--- config.mk ---
export PLATFORM = sky130hd
export DESIGN_NAME = game_countdown
export DESIGN_NICKNAME = d
export VERILOG_FILES = /design/src/rtl/game_countdown.sv
export SDC_FILE = /design/constraint.sdc
export NUM_CORES = 1
export LEC_CHECK = 0
export ABC_AREA = 1
export CORE_MARGIN = 2
export CORE_UTILIZATION = 60
export DETAILED_ROUTE_END_ITERATION = 8
export PLACE_DENSITY = 0.79
export SLEW_MARGIN = 20
export SYNTH_ARGS = -nofsm -noshare
export SYNTH_HDL_FRONTEND = slang
export SYNTH_SLANG_ARGS = --single-unit
--- constraint.sdc ---
create_clock -name clk -period 2.1 [get_ports clk]
set_input_delay 0.21 -clock clk [delete_from_list [all_inputs] [get_ports clk]]
set_output_delay 0.21 -clock clk [all_outputs]
set_load 0.02 [all_outputs]
--- src/rtl/game_countdown.sv ---
// game_countdown
// Pre-game countdown: after a start request shows COUNT_START .. 1, each for
// TICK_CYCLES clocks, then raises is_game_on. The displayed digit and game flag
// are only updated on a rising edge of vblnk so the digit never tears mid-frame.
//
// Ports:
//   clk        in   pixel clock
//   rst        in   synchronous active-high reset
//   start      in   single-cycle request to begin the countdown
//   game_over  in   single-cycle request to end the game / abort the countdown
//   vblnk      in   vertical blanking from the VGA timing stream
//   number     out  [2:0] digit to draw (registered, frame-aligned)
//   is_game_on out  high while the game runs (registered, frame-aligned)
//   counting   out  high while the FSM is in COUNTING (registered, not aligned)
module game_countdown #(
  parameter int unsigned CLK_FREQ_HZ = 65_000_000,
  parameter int unsigned TICK_CYCLES = CLK_FREQ_HZ,
  parameter int unsigned COUNT_START = 3
) (
  input  logic       clk,
  input  logic       rst,
  input  logic       start,
  input  logic       game_over,
  input  logic       vblnk,
  output logic [2:0] number,
  output logic       is_game_on,
  output logic       counting
);

  localparam int unsigned PW = (TICK_CYCLES > 1) ? $clog2(TICK_CYCLES) : 1;
  localparam logic [PW-1:0] TICK_LAST = PW'(TICK_CYCLES - 1);
  localparam logic [2:0] DIGIT_START = 3'(COUNT_START);

  typedef enum logic [1:0] {
    IDLE     = 2'd0,
    COUNTING = 2'd1,
    GAME_ON  = 2'd2
  } state_t;

  state_t        r_state;
  logic [PW-1:0] r_presc;
  logic [2:0]    r_digit;
  logic          r_game;
  logic          r_vblnk_prev;
  logic          w_vblnk_rise;

  assign w_vblnk_rise = vblnk & ~r_vblnk_prev;

  // Countdown FSM, prescaler and frame-aligned output registers
  always_ff @(posedge clk) begin
    if (rst) begin
      r_state      <= IDLE;
      r_presc      <= '0;
      r_digit      <= DIGIT_START;
      r_game       <= 1'b0;
      r_vblnk_prev <= 1'b0;
      number       <= DIGIT_START;
      is_game_on   <= 1'b0;
      counting     <= 1'b0;
    end else begin
      r_vblnk_prev <= vblnk;

      // Outputs capture the internal view as it was before this edge's update
      if (w_vblnk_rise) begin
        number     <= r_digit;
        is_game_on <= r_game;
      end

      case (r_state)
        IDLE: begin
          r_digit <= DIGIT_START;
          r_game  <= 1'b0;
          // game_over wins over a simultaneous start
          if (start && !game_over) begin
            r_state  <= COUNTING;
            r_presc  <= '0;
            counting <= 1'b1;
          end
        end

        COUNTING: begin
          if (game_over) begin
            r_state  <= IDLE;
            r_presc  <= '0;
            r_digit  <= DIGIT_START;
            counting <= 1'b0;
          end else if (r_presc == TICK_LAST) begin
            r_presc <= '0;
            if (r_digit > 3'd1) begin
              r_digit <= r_digit - 3'd1;
            end else begin
              r_state  <= GAME_ON;
              r_game   <= 1'b1;
              counting <= 1'b0;
            end
          end else begin
            r_presc <= r_presc + PW'(1);
          end
        end

        GAME_ON: begin
          r_game <= 1'b1;
          if (game_over) begin
            r_state <= IDLE;
            r_digit <= DIGIT_START;
            r_game  <= 1'b0;
          end
        end

        default: begin
          r_state  <= IDLE;
          r_presc  <= '0;
          r_digit  <= DIGIT_START;
          r_game   <= 1'b0;
          counting <= 1'b0;
        end
      endcase
    end
  end

endmodule

# Yosys cells after proc, flatten, opt, wreduce, memory -nomap -nowiden
# Cells that the tools add are included.
[totals] ff_bits=38 latch_bits=0 ram_bits=0 romBits=0 out_inout_bits=5 wordCells=58 mem_count=0
[op_classes] add_sub_neg=2 n_mul=0 n_div=0 magnitude_cmp=1 n_eq_ne=11 n_shift=0 n_mux=25 bitwise=3 reduce_logical=8
[op_table] operator="26-bit 2-to-1 mux" n=3
[op_table] operator="26-bit one-hot mux with 3 select lines" n=1
[op_table] operator="26-bit by 1-bit adder with 26-bit output, second input constant" n=1
[op_table] operator="26-bit equality test, second input constant" n=1
[op_table] operator="3-bit 2-to-1 mux" n=4
[op_table] operator="2-bit 2-to-1 mux" n=5
[op_table] operator="2-bit != test, second input constant" n=5
[op_table] operator="3-bit != test, second input constant" n=3
[op_table] operator="1-bit 2-to-1 mux" n=8
[op_table] operator="4-bit AND reduction" n=2
[op_table] operator="2-bit one-hot mux with 3 select lines" n=1
[op_table] operator="3-bit one-hot mux with 2 select lines" n=1
[op_table] operator="3-bit AND reduction" n=2
[op_table] operator="3-bit by 1-bit > comparator with 1-bit output, second input constant" n=1
[op_table] operator="1-bit one-hot mux with 3 select lines" n=1
[op_table] operator="3-bit by 1-bit subtractor with 3-bit output, second input constant" n=1
[op_table] operator="2-bit by 1-bit equality test with 1-bit output, second input constant" n=1
[op_table] operator="2-bit equality test, second input constant" n=1
[op_table] operator="2-bit zero test" n=1
[op_table] operator="1-bit inverter" n=2
[op_table] operator="1-bit one-hot mux with 2 select lines" n=1
[op_table] operator="2-bit AND reduction" n=1
[op_table] operator="1-bit bitwise AND" n=1
[op_table] operator="1-bit logical AND" n=1
[op_table] operator="1-bit zero test" n=1

# Depth between registers and ports, before layout
# Gate-level depths: netlist of run 1.
[logic_depth] word_depth=5 depth_mapped=11

# Worst setup path after synthesis of run 1
# No wires, ideal clock.
[synth_timing] path_type="flip-flop to flip-flop" startpoint="register r_presc[0]" endpoint="register r_presc[15]" t_arrival_ns=1.356 required_ns=1.976 path_slack_ns=0.620 path_stages_with_launch=12 n_path_buf=1 path_cell_list="dfxtp_1 ha_1 nand2_2 nor2_2 nand2_1 nor2_4 nand2_2 nand2_4 nand2_4 nand2_4 buf_8 nor3_2"
[synth_between] elab_chain_cells=4
[synth_lines] item="from (decl)" line="41" rtl="logic [PW-1:0] r_presc;"
[synth_lines] item="from (signal assigned)" line="97" rtl="r_presc <= r_presc + PW'(1);"
[synth_lines] item="26-bit by 1-bit adder with 26-bit output or 26-bit equality test (tied branches)" line="97, 87"
[synth_lines] item="26-bit 2-to-1 mux (*)" line="87" rtl="end else if (r_presc == TICK_LAST) begin"
[synth_lines] item="26-bit 2-to-1 mux (*)" line="82" rtl="if (game_over) begin"
[synth_lines] item="26-bit one-hot mux with 3 select lines (*)" line="69" rtl="case (r_state)"
# Mark *: on every way between the ends. The rest lies on a longest branch, timed or not.
# A chain may end at the register's enable or synchronous reset.

# Worst setup path in the final report of run 1
[layout_timing] startpoint="register r_presc[0]" endpoint="register r_presc[25]"
# Same word-level chain as after synthesis.

==> summary.md, run 1 <==
| Metric | Value |
|---|---|
| Status | completed |
| Req. time, crit path | roughly 2300 ps |
| Slew Limit Fails | 0 |
| Post-Synth Adder-Cell Area | 3.51% |
| Pin count of the biggest net entering global routing | 26 |
| Die Span Y | roughly 64 um |
| Share of cells above drive strength 1 | 9.17% |
| WP buf/inv | 0 |
| Synth Area in Compound Gates | 6.33% |
| Iter 0 DRT Violations | 139 |
| DIE AREA | just over 4000 sq um |
| CP dominant cell by count | nand2_4 |
| Worst setup EP type | flip-flop |
| Placed cell areas | 2240 sq um |
| Register bit total from synthesis | 38 |
| Multiplexer share of the synthesized area | 0% |
| CP max stage cell | dfxtp_1 |
| Clock power frac | 18.6% |
| Ordered cell list for the critical path | ha_1 > nand2_2 > nor2_2 > nand2_1 > nor2_4 > nand2_2 > nand2_4 > nand2_4 > nand2_4 > nor2_1 |
| RR Startpoint | r_presc[0] |
| Internal reg-to-reg setup slack | 390 ps |
| Num CTS Buffers | 5 |
| Endpoints failing hold | 0 |
| HPWL Detailed | 3070 um |
| Combinational Power Share | 38.2% |
| CP max stage delay | ~400 ps |
| DR pass1 iterations | 4 |
| Worst Setup Start Kind | flip-flop |
| Fmax | a little under 600 MHz |
| RSZ-0062 raised after global routing | false |
| GRT Resource Usage Total | 23.4% |
| Synthesis Warnings | 0 |
| Clock buffer depth | 2 |
| Area of the multi-input gates | 1150 sq um |
| CTS root buf | clkbuf_4 |
| Max_cap viols | 0 |
| Post-CTS Setup Bufs | 0 |
| Cell taking the most area after synthesis | dfxtp_1 |
| Vias in the first global route | 1,813 |
| Tightest Pin Transition | a little over 400 ps |
| Seq/Total Area, Yosys | a little over a third |
| Area Overhead vs Synth | 7.15% |
| Tmin final | roughly 1700 ps |
| WHS Endpoint | r_vblnk_prev |
| Post-Route Skew | roughly 4.8 ps |
| Vias/cell | 5.06 |
| Leak | 0.927 nW |
| GRT overflow | 0 |
| Synthesized area | 2140 sq um |
| Setup TNS Final | 0 ps |
| Design area | 2290 sq um |
| Switch Pwr | roughly 770 uW |
| XOR/XNOR Fraction of Synth Area | under 10% |
| RePlAce Congestion | 0.947 |
| Switch share | about 40% |
| CP Data Arrival Time | 1940 ps |
| DRC | 0 |
| CTS tree | done |
| Via Count | 1,886 |
| Max_slew headroom | 72.5% |
| Reg2reg path depth | 10 |
| Largest family of logic cells by synthesized area | simple AND/OR/NAND/NOR gates |
| WS Path Type | flip-flop to flip-flop |
| WHS Path Cells | 3 |
| H-tree level count | 2 |
| Row count | 21 |
| Post-CTS Resized | 0 |
| Clock-pin slew on the worst setup and hold paths | around 110 ps |
| CTS sink cnt | 38 |
| Crit Path Max Fanout | 25 |
| Delay-heaviest family, CP | simple AND/OR/NAND/NOR gates |
| Internal power | 1.16 mW |
| # diodes | 0 |
| Synth top area cells | dfxtp_1 (36%), nand2_1 (11%), nor2_1 (10%) |
| Clock Latency Late Sink | approximately 340 ps |
| Synthesized area per cell | 6.78 sq um |
| WL/cell | 11.1 um |
| Synth cell types | 31 |
| PwrDens | 843 nW/um^2 |
| Die width | between 60 and 70 um |
| Starting density of the core | 63.0% |
| Hold crit path type | input pin to flip-flop |
| Io pins | 10 |
| Worst hold start | vblnk |
| Area of the core | around 3400 sq um |
| ANT nets after route | 0 |
| Top-area cell type share of the netlist area | roughly 36% |
| Hold_buf cts | 0 |
| Tcrit/Tclk final | 81.5% |
| First-pass GRT wire length | 7490 um |
| R2r endpoint | r_presc[25] |
| Port Buffers | 9 |
| Initial antenna violation count | 0 |
| Routed WL | 4130 um |
| Fillers | 308 |
| Maximum VDD drop | roughly 0.60 mV |
| Net Count, Synth | 326 |
| Post-synthesis simple-gate area fraction | roughly 40% |
| Final setup violation count | 0 |
| Syn Inst Count | around 320 |
| Reg power frac | 43.2% |
| Register area | 761 sq um |
| Fin nets | 338 |
-- stage by stage --
stage	power (mW)	hold slack, ps	util [%]	worst slack, ps	std cells
after floorplan	1.50	279	-	620	315
after global placement	1.58	448	66.1	289	366
after detailed placement	1.58	454	66.1	247	366
after CTS	1.94	397	67.5	365	373
after global routing	2.08	426	67.5	177	373
final	1.93	407	67.5	389	373
-- how the worst max path moves through the flow --
stage / startpoint / to / slack (ps) / cells past startpoint
2_1_floorplan: r_presc[0] / r_presc[15] / 620 / 11
3_3_place_gp: game_over / r_presc[25] / 290 / 11
3_5_place_dp: game_over / r_presc[18] / 250 / 9
4_1_cts: r_presc[0] / r_presc[25] / 370 / 10
5_1_grt: r_state[1] / r_digit[2] / 180 / 10
6_report: r_presc[0] / r_presc[25] / 390 / 10
-- layer usage --
layer	routed length [um]	track usage, %
met3	163	4.64
met5	0	0
met2	1940	41.3
met1	1940	26.9
met4	87	11.1
-- layout make-up --
cell class,count,area share (%)
clock buffers,5,1.64
clock inverters,2,0.437
inverters,44,7.22
multi-input cells,227,50.4
flip-flops and latches,38,33.2
well taps,46,2.52
repair buffers,11,4.59
-- cell usage after synthesis (all sizes together) --
cell type,count
dfxtp,38
nor4,1
or2,1
buf,5
nand3b,2
nand2,72
o211ai,2
nor2,67
xor2,7
nor3b,1
o21ai,8
o22ai,1
o21a,1
a21oi,12
a31oi,1
inv,44
nor3,12
nand3,24
nand4,6
xnor2,3
ha,6
clkbuf,1
-- power by group through the flow --
stage | registers [mW] | clock network (mW) | logic [mW]
3_5_place_dp | 0.850 | 0 | 0.734
3_3_place_gp | 0.850 | 0 | 0.732
2_1_floorplan | 0.859 | 0 | 0.638
5_1_grt | 0.842 | 0.402 | 0.834
6_report | 0.833 | 0.359 | 0.738
4_1_cts | 0.834 | 0.372 | 0.738
-- cell families (layout without fill, tap and decap cells) --
kind of cell / count (synthesis) / after routing
AO/OA/AOI/OAI: 25 / 25
XOR/XNOR: 10 / 10
adder cells (fa/ha/maj): 6 / 6
buffers and inverters: 50 / 62
flip-flops: 38 / 38
AND/OR/NAND/NOR: 186 / 186
-- placed cells by master (no fill, tap or decap), drive strengths merged, types with 2 or more instances in the layout --
cell	count
nand2	72
nor2	67
inv	44
dfxtp	38
nand3	24
a21oi	12
nor3	12
clkdlybuf4s50	9
o21ai	8
xor2	7
nand4	6
ha	6
clkbuf	5
xnor2	3
nand3b	2
o211ai	2
clkinv	2
buf	2
-- worst reg2reg max path: stages (launching register included) --
cell and delay (ps):
dfxtp_1 390, ha_1 220, nand2_2 80, nor2_2 80
nand2_1 110, nor2_4 150, nand2_2 80, nand2_4 90
nand2_4 60, nand2_4 240, nor2_1 100
-- flip-flops by register name, indices dropped and copies added, names as in the netlist --
name and count:
r_game 1, r_presc 26, number 3, counting 1, is_game_on 1, r_state 2, r_vblnk_prev 1, r_digit 3
Note: power is estimated with default switching activity, not from simulation.
==> run 2: changes to the inputs <==
clock period = 1.8 ns   (was 2.1 ns; I/O delays follow)
==> summary.md, run 2 (synthesis gave the netlist of run 1 again) <==
| Metric | Value |
|---|---|
| Status | completed (unchanged) |
| R2r endpoint | r_presc[22] (was r_presc[25]) |
| Maximum VDD drop | 0.930 mV (was 0.602 mV) |
| Switch share | 36.0% (was 40.1%) |
| RePlAce Congestion | 0.884 (was 0.947) |
| Fillers | 303 (was 308) |
| Hold_buf cts | 0 (unchanged) |
| Clock-pin slew on the worst setup and hold paths | 110 ps (about the same) |
| CP Data Arrival Time | 1900 ps (was 1940 ps) |
| Slew Limit Fails | 0 (unchanged) |
| WS Path Type | flip-flop to flip-flop (unchanged) |
| Port Buffers | 9 (unchanged) |
| Reg power frac | 36.0% (was 43.2%) |
| Area of the core | 3390 sq um (unchanged) |
| Total power of the final layout | 2.72 mW (was 1.93 mW) |
| Clock Latency Late Sink | 350 ps (was 340 ps) |
| Endpoints failing hold | 0 (unchanged) |
| Reg2reg path depth | 10 (unchanged) |
| Post-CTS Setup Bufs | 0 (unchanged) |
| Worst hold start | vblnk (unchanged) |
| DRC | 0 (unchanged) |
| WHS Path Cells | 3 (unchanged) |
| # diodes | 0 (unchanged) |
| Num CTS Buffers | 5 (unchanged) |
| Req. time, crit path | 2050 ps (was 2330 ps) |
| Internal power | 1.74 mW (was 1.16 mW) |
| CP max stage delay | 400 ps (was 390 ps) |
| Max reg flops | 26 (unchanged) |
| Ordered cell list for the critical path | ha_1 > inv_1 > nor2_1 > nand2_1 > nor2_4 > nand2_1 > nor2_1 > nand3_1 > nand2_1 > nor2_1 (was ha_1 > nand2_2 > nor2_2 > nand2_1 > nor2_4 > nand2_2 > nand2_4 > nand2_4 > nand2_4 > nor2_1) |
| Commonest cells after routing, fill and taps aside | nand2_1 (65), nor2_1 (58), inv_1 (42), dfxtp_1 (38), nand3_1 (23) (unchanged) |
| Routed WL | 4320 um (was 4130 um) |
| Iter 0 DRT Violations | 149 (was 139) |
| RSZ-0062 raised after global routing | false (unchanged) |
| Die Span Y | 63.7 um (unchanged) |
| CP max stage cell | dfxtp_1 (unchanged) |
| Combinational Power Share | 36.1% (was 38.2%) |
| CTS tree | done (unchanged) |
| Fmax | 607 MHz (was 585 MHz) |
| Switch Pwr | 977 uW (was 773 uW) |
| Initial antenna violation count | 0 (unchanged) |
| Via Count | 1,950 (was 1,886) |
| Pin count of the biggest net entering global routing | 26 (unchanged) |
| Clock power frac | 27.9% (was 18.6%) |
| Final setup margin | 153 ps (was 389 ps) |
| Fin nets | 345 (was 338) |
| Internal reg-to-reg setup slack | 150 ps (was 390 ps) |
| Post-Route Skew | 12.0 ps (was 4.79 ps) |
| Worst Setup Start Kind | flip-flop (unchanged) |
| WL/cell | 11.3 um (was 11.1 um) |
| Final setup violation count | 0 (unchanged) |
| Io pins | 10 (unchanged) |
| Row count | 21 (unchanged) |
| Vias/cell | 5.12 (was 5.06) |
| Clock buffer depth | 2 (unchanged) |
| Max_cap viols | 0 (unchanged) |
| Post-CTS Resized | 0 (unchanged) |
| CTS sink cnt | 38 (unchanged) |
| DIE AREA | 4050 sq um (unchanged) |
| DR pass1 iterations | 4 (unchanged) |
| DP Worst Slack | 61.1 ps (was 247 ps) |
| Area Overhead vs Synth | 13.3% (was 7.15%) |
| Tcrit/Tclk final | 91.5% (was 81.5%) |
| Max_slew headroom | 73.9% (was 72.5%) |
| Worst setup EP type | flip-flop (unchanged) |
| Leading cell type in the layout, fill and taps excluded | nand2_1 (unchanged) |
| Largest registers | r_presc x26, number x3, r_digit x3 (unchanged) |
| PwrDens | 1120 nW/um^2 (was 843 nW/um^2) |
| Die width | 63.7 um (unchanged) |
| Crit Path Max Fanout | 6 (was 25) |
| Largest register by flop count | r_presc (unchanged) |
| CTS root buf | clkbuf_4 (unchanged) |
| GRT Resource Usage Total | 24.2% (was 23.4%) |
| Tmin final | 1650 ps (was 1710 ps) |
| WP buf/inv | 1 (was 0) |
| GRT overflow | 0 (unchanged) |
| Starting density of the core | 63.0% (unchanged) |
| Tightest Pin Transition | 392 ps (was 409 ps) |
| Delay-heaviest family, CP | simple AND/OR/NAND/NOR gates (unchanged) |
| Leak | 0.990 nW (was 0.927 nW) |
| First-pass GRT wire length | 7850 um (was 7490 um) |
| RR Startpoint | r_presc[0] (unchanged) |
| ANT nets after route | 0 (unchanged) |
| Share of cells above drive strength 1 | 11.6% (was 9.17%) |
| WHS Endpoint | r_vblnk_prev (unchanged) |
| HPWL Detailed | 3220 um (was 3070 um) |
| Setup TNS Final | 0 ps (unchanged) |
| Vias in the first global route | 1,886 (was 1,813) |
| H-tree level count | 2 (unchanged) |
| Hold crit path type | input pin to flip-flop (unchanged) |
## run 2: final cells by class
| class | instances | area (sq um) | area share [%] |
|---|---|---|---|
| flip-flops and latches | 38 | 761 | 31.4 |
| inverters | 44 | 165 | 6.83 |
| clock buffers | 6 | 51.3 | 2.12 |
| clock inverters | 2 | 60.1 | 2.48 |
| well taps | 46 | 57.6 | 2.38 |
| multi-input cells | 228 | 1170 | 48.6 |
| repair buffers | 17 | 150 | 6.20 |
## run 2: power by group through the flow
stage / Combinational, mW / Sequential, mW / Clock (mW)
after CTS: 0.928 / 0.975 / 0.774
after global routing: 1.09 / 0.988 / 0.799
after global placement: 0.898 / 0.991 / 0
final: 0.980 / 0.977 / 0.758
after detailed placement: 0.921 / 0.994 / 0
after floorplan: 0.744 / 1.00 / 0
## run 2: worst max-delay path by stage
stage                        endpoint  startpoint  depth (start not counted)
after floorplan           r_presc[15]  r_presc[0]                         11
after global placement    r_presc[23]   game_over                          9
after detailed placement  r_presc[25]   game_over                          9
after CTS                 r_presc[21]  r_presc[0]                         10
after global routing      r_presc[10]  r_presc[0]                          8
final                     r_presc[22]  r_presc[0]                         10
## run 2: metrics by stage
stage / util, % / cell area, sq um / hold slack, ps / instances
final: 71.4 / 2420 / 384 / 381
after global routing: 71.4 / 2420 / 396 / 381
after CTS: 70.7 / 2400 / 375 / 380
after detailed placement: 67.4 / 2290 / 457 / 372
after global placement: 67.4 / 2290 / 449 / 372
after floorplan: - / 2140 / 249 / 315
## run 2: worst reg2reg max path: cells and delay by family (launching register included)
| family | cells | cell delay [ps] |
|---|---|---|
| fa+ha+maj | 1 | 220 |
| buf+inv | 1 | 70 |
| flops | 1 | 400 |
| simple gates | 8 | 870 |
## run 2: layer usage
layer / track usage [%] / routed length [um]
met1: 30.0 / 1950
met2: 40.8 / 2070
met3: 5.00 / 218
met4: 10.1 / 86
met5: 0 / 0
==> run 3: changes to the inputs <==
ABC_AREA = default   (was 1)
CORE_UTILIZATION = 59   (was 60)
PLACE_DENSITY = 0.78   (was 0.79)
clock period = 1.6 ns   (was 1.8 ns; I/O delays follow)
==> summary.md, run 3 <==
| Metric | Value |
|---|---|
| Switch share | 24.5% (was 36.0%) |
| Fin nets | 266 (was 345) |
| Vias/cell | 5.69 (was 5.12) |
| CTS root buf | clkbuf_4 (unchanged) |
| Tcrit/Tclk final | 109% (was 91.5%) |
| DRC | 0 (unchanged) |
| WL/cell | 17.8 um (was 11.3 um) |
| Clock-pin slew on the worst setup and hold paths | 140 ps (was 110 ps) |
| Cell taking the most area after synthesis | dfxtp_1 (unchanged) |
| Seq/Total Area, Yosys | 38.5% (was 35.6%) |
| Combinational Power Share | 15.6% (was 36.1%) |
| Largest registers | r_presc x26, number x3, r_digit x3 (unchanged) |
| Worst setup EP type | flip-flop (unchanged) |
| Row count | 21 (unchanged) |
| Largest family of logic cells by synthesized area | simple AND/OR/NAND/NOR gates (unchanged) |
| Share of cells above drive strength 1 | 40.6% (was 11.6%) |
| Req. time, crit path | 1840 ps (was 2050 ps) |
| Top-count cell post-synth | dfxtp_1 (was nand2_1) |
| Synthesized area | 1980 sq um (was 2140 sq um) |
| Endpoints failing hold | 0 (unchanged) |
| Via Count | 1,717 (was 1,950) |
| Hold crit path type | input pin to flip-flop (unchanged) |
| H-tree level count | 2 (unchanged) |
| Iter 0 DRT Violations | 102 (was 149) |
| ANT nets after route | 0 (unchanged) |
| PwrDens | 785 nW/um^2 (was 1120 nW/um^2) |
| Fmax | 572 MHz (was 607 MHz) |
| Area Overhead vs Synth | 39.1% (was 13.3%) |
| Synthesized area per cell | 9.68 sq um (was 6.78 sq um) |
| Hold_buf cts | 0 (unchanged) |
| Clock buffer depth | 2 (unchanged) |
| Crit Path Max Fanout | 10 (was 6) |
| First-pass GRT wire length | 7510 um (was 7850 um) |
| Commonest cells after routing, fill and taps aside | buf_4 (35), nor2_1 (31), dfxtp_1 (30), xor2_1 (18), nand2_1 (12) (was nand2_1 (65), nor2_1 (58), inv_1 (42), dfxtp_1 (38), nand3_1 (23)) |
| Primary FF master, synth | dfxtp_1 (unchanged) |
| Post-Route Skew | 20.0 ps (was 12.0 ps) |
| Synthesis Warnings | 0 (unchanged) |
| Max_slew headroom | 77.4% (was 73.9%) |
| Internal power | 1.63 mW (was 1.74 mW) |
| Async set or reset register ratio after synthesis | 0% (unchanged) |
| Clock Latency Late Sink | 360 ps (was 350 ps) |
| Slew Limit Fails | 0 (unchanged) |
| Hold_ws | 413 ps (was 384 ps) |
| Tmin final | 1750 ps (was 1650 ps) |
| Die Span Y | 61.9 um (was 63.7 um) |
| Max_cap viols | 0 (unchanged) |
| Vias in the first global route | 1,708 (was 1,886) |
| Tightest Pin Transition | 339 ps (was 392 ps) |
| Multiplexer share of the synthesized area | 3.04% (was 0%) |
| Io pins | 10 (unchanged) |
| Synth top area cells | dfxtp_1 (39%), xor2_1 (8.4%), nor2_1 (6.1%) (was dfxtp_1 (36%), nand2_1 (11%), nor2_1 (10%)) |
| Finished Core Util | 83.7% (was 71.4%) |
| Synth cell types | 46 (was 31) |
| Largest register by flop count | r_presc (unchanged) |
| CP Data Arrival Time | 1990 ps (was 1900 ps) |
| HPWL Detailed | 3220 um (about the same) |
| Final setup violation count | 32 (was 0) |
| Area of the multi-input gates | 1290 sq um (was 1170 sq um) |
| Post-synthesis simple-gate area fraction | 28.8% (was 40.0%) |
| Reg power frac | 45.3% (was 36.0%) |
| Net Count, Synth | 215 (was 326) |
| Initial antenna violation count | 0 (unchanged) |
| # diodes | 0 (unchanged) |
| Switch Pwr | 528 uW (was 977 uW) |
| Num CTS Buffers | 5 (unchanged) |
| XOR/XNOR Fraction of Synth Area | 11.5% (was 4.10%) |
| Fillers | 165 (was 303) |
| Top-area cell type share of the netlist area | 38.5% (was 35.6%) |
| Syn Inst Count | 204 (was 315) |
| GRT Resource Usage Total | 27.3% (was 24.2%) |
| Register bit total from synthesis | 38 (unchanged) |
| CTS tree | done (unchanged) |
| DIE AREA | 3830 sq um (was 4050 sq um) |
| Pin count of the biggest net entering global routing | 27 (was 26) |
| Register area | 771 sq um (was 761 sq um) |
| Port Buffers | 9 (unchanged) |
| Routed WL | 5390 um (was 4320 um) |
| DR pass1 iterations | 4 (unchanged) |
| Most common library cells after synthesis | dfxtp_1 (38), nor2_1 (32), xor2_1 (19) (was nand2_1 (65), nor2_1 (58), inv_1 (42)) |
| Starting density of the core | 60.2% (was 63.0%) |
| Clock power frac | 39.1% (was 27.9%) |
| Synth Area in Compound Gates | 10.1% (was 6.33%) |
| WS Path Type | flip-flop to flip-flop (unchanged) |
| CTS sink cnt | 38 (unchanged) |
| Number of flops mapped to enable cells by yosys | 0 (unchanged) |
| Post-Synth Adder-Cell Area | 3.80% (was 3.51%) |
| Leading cell type in the layout, fill and taps excluded | buf_4 (was nand2_1) |
| Failing checks | negative setup slack |
| Maximum VDD drop | 0.726 mV (was 0.930 mV) |
| RePlAce Congestion | 0.873 (was 0.884) |
| Final setup margin | -149 ps (was 153 ps) |
| Worst Setup Start Kind | flip-flop (unchanged) |
| Max reg flops | 26 (unchanged) |
| GRT overflow | 0 (unchanged) |
| RSZ-0062 raised after global routing | true (was false) |
| Die width | 61.9 um (was 63.7 um) |
| Status | finished, violations left (was completed) |
| Leak | 1.11 nW (was 0.990 nW) |
| Area of the core | 3280 sq um (was 3390 sq um) |
-- run 3: metal layers --
metal	GRT usage (%)	routed length [um]	up-vias
met5	0	0	-
met4	16.7	158	0
met3	5.80	184	17
met2	49.2	2950	41
met1	28.8	2090	852
li1	-	-	807
-- run 3: stage by stage --
stage	worst slack (ps)	std cells	total power, mW	setup TNS (ps)	area [sq um]
floorplan	-52.6	204	1.15	-136	2000
global placement	-151	288	1.23	-3070	2400
detailed placement	-244	288	1.24	-4530	2400
CTS	-113	298	2.10	-1200	2630
global route	-240	302	2.23	-4650	2750
finish	-149	302	2.16	-2230	2750
-- run 3: worst max-delay path, cell delays in order (launching register included) --
cell and delay (ps):
dfxtp_2 370, inv_2 50, buf_6 110, ha_4 170, a2111oi_4 310, buf_6 190, nand4b_1 120, xor2_1 240
nor2_2 70
-- run 3: final timing paths --
| check | slack (ps) | from | endpoint | cells past startpoint |
|---|---|---|---|---|
| hold reg to reg | 510 | number[0] | number[0] | 2 |
| hold / removal | 410 | vblnk | r_vblnk_prev | 2 |
| setup reg to reg | -150 | r_state[0] | r_presc[24] | 8 |
| setup / recovery | -150 | r_state[0] | r_presc[24] | 8 |
-- run 3: power groups by stage --
stage	clock (mW)	combinational [mW]	sequential, mW
4_1_cts	0.844	0.274	0.977
3_3_place_gp	0	0.237	0.993
6_report	0.844	0.337	0.978
5_1_grt	0.896	0.354	0.980
2_1_floorplan	0	0.153	1.00
3_5_place_dp	0	0.249	0.995
-- run 3: cell families after synthesis --
family                     Yosys count
buffers and inverters               15
muxes                                6
and+or+nand+nor                     93
DFF                                 38
adders and majority gates            6
AOI/OAI and AO/OA                   20
xor gates and xnor gates            26
-- run 3: repair_timing --
action / in CTS / in global routing
pin swaps: 23 / 11
cloned: 1 / 2
buffers inserted: 1 / 2
resized for setup: 29 / 13
setup endpoints to repair: 33 / 33
-- run 3: final cells by class --
class                           count  share of cell area, %
Tap cell                           46                   2.09
Clock inverter                      3                   2.50
Inverter                            6                  0.819
Timing Repair Buffer               53                   18.2
Clock buffer                        5                   1.37
Multi-Input combinational cell    151                   47.0
Sequential cell                    38                   28.0
